<file path="src/rtl/egg_timer_ctrl.sv">
// Egg timer control FSM: turns the start/cancel buttons and the 1 s tick into
// load/count_enable strobes for the digit counter chain, and times the alarm.
module egg_timer_ctrl #(
   parameter int ALARM_SECONDS = 10,
   parameter int ALARM_WIDTH   = 4
) (
   input  logic       clk,
   input  logic       reset,
   input  logic       start_btn,
   input  logic       cancel_btn,
   input  logic       pulse_1s,
   input  logic       all_zero,
   output logic       load,
   output logic       count_enable,
   output logic       running,
   output logic       alarm,
   output logic [2:0] state
);

   typedef enum logic [2:0] {
      IDLE  = 3'd0,
      LOAD  = 3'd1,
      RUN   = 3'd2,
      PAUSE = 3'd3,
      ALARM = 3'd4
   } state_e;

   localparam logic [ALARM_WIDTH-1:0] TICK_LAST = ALARM_WIDTH'(ALARM_SECONDS - 1);

   state_e                 state_q, state_d;
   logic [ALARM_WIDTH-1:0] tick_q, tick_d;
   logic                   start_prev_q, cancel_prev_q;
   logic                   load_q, running_q, alarm_q;
   logic                   start_edge, cancel_edge;

   // Rising-edge detect on both buttons; the previous levels come out of reset
   // high so a button already held when reset releases is not seen as a press.
   always_comb begin
      start_edge  = start_btn & ~start_prev_q;
      cancel_edge = cancel_btn & ~cancel_prev_q;
   end

   // Next-state and alarm tick logic; cancel always beats start when both rise.
   always_comb begin
      state_d = state_q;
      tick_d  = tick_q;
      case (state_q)
         IDLE: begin
            if (start_edge && !cancel_edge) state_d = LOAD;
         end
         LOAD: begin
            state_d = RUN;
         end
         RUN: begin
            if (cancel_edge) begin
               state_d = IDLE;
            end else if (all_zero) begin
               state_d = ALARM;
               tick_d  = '0;
            end else if (start_edge) begin
               state_d = PAUSE;
            end
         end
         PAUSE: begin
            if (cancel_edge)     state_d = IDLE;
            else if (start_edge) state_d = RUN;
         end
         ALARM: begin
            if (start_edge || cancel_edge) begin
               state_d = IDLE;
            end else if (pulse_1s) begin
               if (tick_q == TICK_LAST) state_d = IDLE;
               else                     tick_d  = tick_q + ALARM_WIDTH'(1);
            end
         end
         default: begin
            state_d = IDLE;
         end
      endcase
   end

   // State, tick counter, button history and registered status decodes.
   always_ff @(posedge clk or negedge reset) begin
      if (!reset) begin
         state_q       <= IDLE;
         tick_q        <= '0;
         start_prev_q  <= 1'b1;
         cancel_prev_q <= 1'b1;
         load_q        <= 1'b0;
         running_q     <= 1'b0;
         alarm_q       <= 1'b0;
      end else begin
         state_q       <= state_d;
         tick_q        <= tick_d;
         start_prev_q  <= start_btn;
         cancel_prev_q <= cancel_btn;
         load_q        <= (state_d == LOAD);
         running_q     <= (state_d == RUN);
         alarm_q       <= (state_d == ALARM);
      end
   end

   // Output drive; count_enable stays combinational so the digit counters see
   // the tick in the same cycle it arrives.
   always_comb begin
      load         = load_q;
      running      = running_q;
      alarm        = alarm_q;
      state        = state_q;
      count_enable = pulse_1s & (state_q == RUN) & ~all_zero;
   end

endmodule
</file>
<file path="config.mk">
export PLATFORM = sky130hd
export DESIGN_NAME = egg_timer_ctrl
export DESIGN_NICKNAME = d
export VERILOG_FILES = /design/src/rtl/egg_timer_ctrl.sv
export SDC_FILE = /design/constraint.sdc
export NUM_CORES = 1
export LEC_CHECK = 0
export BUFFER_PORTS_ARGS = -buffer_cell sky130_fd_sc_hd__buf_2
export CAP_MARGIN = 20
export CORE_AREA = 2 2 39 41
export CTS_BUF_LIST = sky130_fd_sc_hd__clkbuf_4 sky130_fd_sc_hd__clkbuf_8
export CTS_CLUSTER_DIAMETER = 30
export DETAILED_ROUTE_END_ITERATION = 7
export DIE_AREA = 0 0 41 43
export PLACE_DENSITY = 0.73
export SKIP_CTS_REPAIR_TIMING = 1
export SLEW_MARGIN = 10
export SYNTH_ARGS = -nofsm -noshare
export SYNTH_HDL_FRONTEND = slang
export SYNTH_SLANG_ARGS = --single-unit
</file>
<file path="constraint.sdc">
create_clock -name clk -period 1.7 [get_ports clk]
set_clock_uncertainty 0.05 [all_clocks]
set_input_delay 0.17 -clock clk [delete_from_list [all_inputs] [get_ports clk]]
set_output_delay 0.17 -clock clk [all_outputs]
set_load 0.005 [all_outputs]
</file>
== Word level (Yosys, flattened, before mapping) ==
Index checks and enable logic that the tools add are counted.

* Bits in registers: 12
* Input port bits: 6
* Output and inout bits: 7
* Word-level logic and storage cells: 50

* $add $sub $neg: 1
* Equality and inequality tests: 13
* Mux-type cells: 16
* Bitwise gates (word level): 7
* Reductions and logical operators: 6

{| class="wikitable"
|+ Operator list
! kind !! number
|-
| 3-bit 2-to-1 mux || 9
|-
| 4-bit 2-to-1 mux || 5
|-
| 3-bit one-hot mux with 5 select lines || 1
|-
| 2-bit != test, second input constant || 5
|-
| 3-bit by 2-bit == test with 1-bit output, second input constant || 3
|-
| 4-bit one-hot mux with 2 select lines || 1
|-
| 3-bit by 1-bit == test with 1-bit output, second input constant || 2
|-
| 3-bit == test, second input constant || 2
|-
| 6-bit AND reduction || 1
|-
| 4-bit by 1-bit adder with 4-bit output, second input constant || 1
|-
| 1-bit AND || 4
|-
| 4-bit == test, second input constant || 1
|-
| 3-bit zero test || 1
|-
| 1-bit NOT || 3
|-
| 2-bit nonzero test || 1
|-
| 1-bit logical AND || 1
|-
| 1-bit zero test || 1
|-
| 1-bit logical OR || 1
|}

== Longest topological paths before layout ==
* Depth in word-level cells: 7
* Mapped depth: 6
* Gate-level depth less buffers: 6

== Least setup slack after synthesis ==
No wires, ideal clock.

* Path type: register -> register
* From: register tick_q[0]
* To: register tick_q[3]
* Library setup time: 0.079 ns
* Arrival time: 1.205 ns
* Data required time: 1.571 ns
* Slack: 0.366 ns
* Cell stages (with the launch flop): 6
* Path buffers: 0
* Clock period less this slack: 1.334 ns
* Cell sequence: dfrtp_1 -> ha_1 -> nand3b_1 -> nand3_4 -> nor3_4 -> mux2i_1

* Longest elaborated chain between the ends: 5
* Elaborated cells between the ends (all ways): 8
* Those cells by class: add/sub (1); eq/ne (2); mux (4); reduce/logical (1)

{| class="wikitable"
|+ Ends and longest elaborated chain
! element !! line !! source
|-
| from (decl) || 31 || <nowiki>logic [ALARM_WIDTH-1:0] tick_q, tick_d;</nowiki>
|-
| from (signal assigned) || 94 || <nowiki>tick_q <= tick_d;</nowiki>
|-
| 4-bit by 1-bit adder with 4-bit output || 73 || <nowiki>else tick_d = tick_q + ALARM_WIDTH'(1);</nowiki>
|-
| 4-bit 2-to-1 mux || 72 || <nowiki>if (tick_q == TICK_LAST) state_d = IDLE;</nowiki>
|-
| 4-bit 2-to-1 mux || 71 || <nowiki>end else if (pulse_1s) begin</nowiki>
|-
| 4-bit 2-to-1 mux || 69 || <nowiki>if (start_edge || cancel_edge) begin</nowiki>
|-
| 4-bit one-hot mux with 2 select lines || 47 || <nowiki>case (state_q)</nowiki>
|}

Several ways; a longest one is shown, not always the timed one. The select of a mux whose other input is x is not followed.
A chain may end at the register's enable or synchronous reset.

== Final worst setup path ==
* From: register state_q[1], in the netlist state[1]
* To: output port count_enable

* Longest elaborated chain between the ends: 3

{| class="wikitable"
|+ Ends and longest elaborated chain
! element !! line !! source
|-
| from (decl) || 30 || <nowiki>state_e state_q, state_d;</nowiki>
|-
| from (signal assigned) || 93 || <nowiki>state_q <= state_d;</nowiki>
|-
| 3-bit by 2-bit == test with 1-bit output || 110 || <nowiki>count_enable = pulse_1s & (state_q == RUN) & ~all_zero;</nowiki>
|-
| 1-bit AND (2 in a row) || 110 ||
|-
| to (decl) || 14 || <nowiki>output logic count_enable,</nowiki>
|}

Every way passes these cells.

==> results.cfg <==
[finish]
syn2layout_area_growth_pct = 18.6
layout-drive-gt1-share_pct = 32.1
antenna_cells = 0
layout_common_cells = buf_2 (12), dfrtp_1 (10), nand2_1 (6), nor2_1 (5)
nNetsFinal = 87
final_common_cell = buf_2
fin_util_pct = 57.1

[sta]
worst_pin_slew_ns = 0.446
fin_crit_sh_pct = 93.5
final_max_slew_viol_count = 0
setup_violations = 0
fin_tns_setup_ns = 0
rsz0062_at_grt = false
hold_viol_final = 0
max_freq_ghz = 0.629
min_period_ns = 1.59
slew_headroom_pct = 70.3

[placed_design]
port_buffers = 12
gp_congestion = 0.756
dp_hpwl_um = 910

[clock_tree]
clockBufferDepth = 2
clk_latency_ns = 0.27
cts_sinks = 12
clk_pin_slew_ns = 0.08
cts_tree = built
clockRootBuffer = clkbuf_4
cts_buffers = 3
htreeDepth = 1

[worst_hold_path]
hold_path_class = input port to async pin

[worst_setup_path]
worst-path-max-fanout = 10
crit_family = flip-flops
cp.arrival_ns = 1.37
worstSetupStartpointType = flip-flop
end_kind = output pin
crit_path_max_incr_delay_ns = 0.60
crit_chain = and2b_1, and3_1, buf_2
worst-path-buf-inv = 1
cp_slowest_cell = dfrtp_1
path_class = flip-flop to output pin
required_ns = 1.48

[synth]
netlist_area_um2 = 666
syn_nets = 69
yosysWarnings = 0
ys_ff_latch = 12
synth_top_area_share_pct = 37.6
ys_top_cells_by_area = dfrtp_1 (38%), dfstp_2 (7.9%), mux2i_1 (6.0%)
yosys.area.top_type = dfrtp_1
avgSynthCellArea_um2 = 10.9
syn_inst = 61
seq_area_frac_synth_pct = 45.5
ys_types = 26

[die]
coreArea_mm2 = 0.00138
initial_utilization_pct = 48.1
ios = 13
die_area_mm2 = 0.00176
die_x_um = 41
die_h_um = 43
rows = 14

[global_route]
grt_pass1_wl_um = 1940
grt_max_degree = 13
grt_usage_pct = 16.4
grt_antenna_before_repair = 0
grt_overflow = 0
grt_pass1_vias = 465

[outcome]
status = completed

[detailed_routing]
routedWlPerCell_um = 12.0
dr.pass1.iters = 2
wirelength_um = 1130
vias = 490
antenna_left = 0
vias_per_cell = 5.21
drc = 0
first_iter_violations = 1

[power_and_ir_drop]
peakVddDrop_mv = 0.898
powerDensity_mw_per_mm2 = 1060
p_leak_nw = 0.367

[flow_run]
drv_cap = 0
==> flip-flops by register name, indices dropped and copies added (netlist names) <==
name	flops
alarm	1
running	1
cancel_prev_q	1
load	1
start_prev_q	1
state	3
tick_q	4
==> layer usage <==
metal / vias up / GRT usage, % / part of all wire, %
met5: - / 0 / 0
met4: 0 / 8.00 / 1.5
met1: 234 / 20.5 / 43
met2: 10 / 25.6 / 53
met3: 2 / 3.14 / 3.3
li1: 244 / - / -
==> metrics by stage <==
stage	cell area, um^2	std cells	hold WS [ns]	worst slack (ns)	power (mW)
floorplan	666	61	-0.176	0.366	0.558
global placement	723	87	0.00682	0.295	0.606
detailed placement	723	87	0.0118	0.284	0.615
CTS	759	91	-0.293	0.0945	0.847
global route	790	94	0.271	0.0250	0.909
finish	790	94	0.247	0.110	0.836
==> kinds of logic (layout without fill, tap and decap cells) <==
family	Yosys count	count (layout)	share of synthesized area [%]
mux	4	4	6.02
compound gates	4	4	3.95
fa+ha+maj	2	2	3.76
buf+inv	4	21	4.51
flops	12	12	45.5
simple gates	35	35	36.3
==> worst register-to-register path, stage by stage (launching register included) <==
cell,delay (ns)
dfrtp_1,0.43
ha_1,0.23
nand3b_1,0.13
nand3_4,0.11
nor3_4,0.21
mux2i_1,0.19
==> area by class of cell <==
class | count | area (um^2)
multi-input cells | 45 | 333
flip-flops and latches | 12 | 303
inverters | 2 | 7.51
clock buffers | 4 | 36.3
well taps | 16 | 20.0
repair buffers | 15 | 90.1
fillers | 129 | 594
==> cells in the mapped netlist, drive strengths merged <==
library cell  count
a211oi            1
a31oi             3
and2b             3
and3              1
buf               2
dfrtp            10
dfstp             2
ha                2
inv               2
mux2i             4
nand2             6
nand2b            3
nand3             5
nand3b            1
nand4             1
nand4b            1
nor2              7
nor3              6
nor3b             1
==> report_power, final <==
part,internal [mW],switching [mW]
Combinational,0.0986,0.0973
Clock,0.130,0.0966
Sequential,0.337,0.0765
Total,0.565,0.270
==> path summary, 6_finish.rpt <==
check / endpoint / startpoint / cells after the start / slack, ns
min reg2reg: tick_q[3] / tick_q[3] / 1 / 0.46
min in group clk: tick_q[3] / pulse_1s / 4 / 0.28
max in group asynchronous: cancel_prev_q / reset / 2 / 1.08
max reg2reg: tick_q[3] / tick_q[0] / 5 / 0.29
max: count_enable / state[1] / 3 / 0.11
min: state[0] / reset / 2 / 0.25
Note: power is estimated with default switching activity, not from simulation.
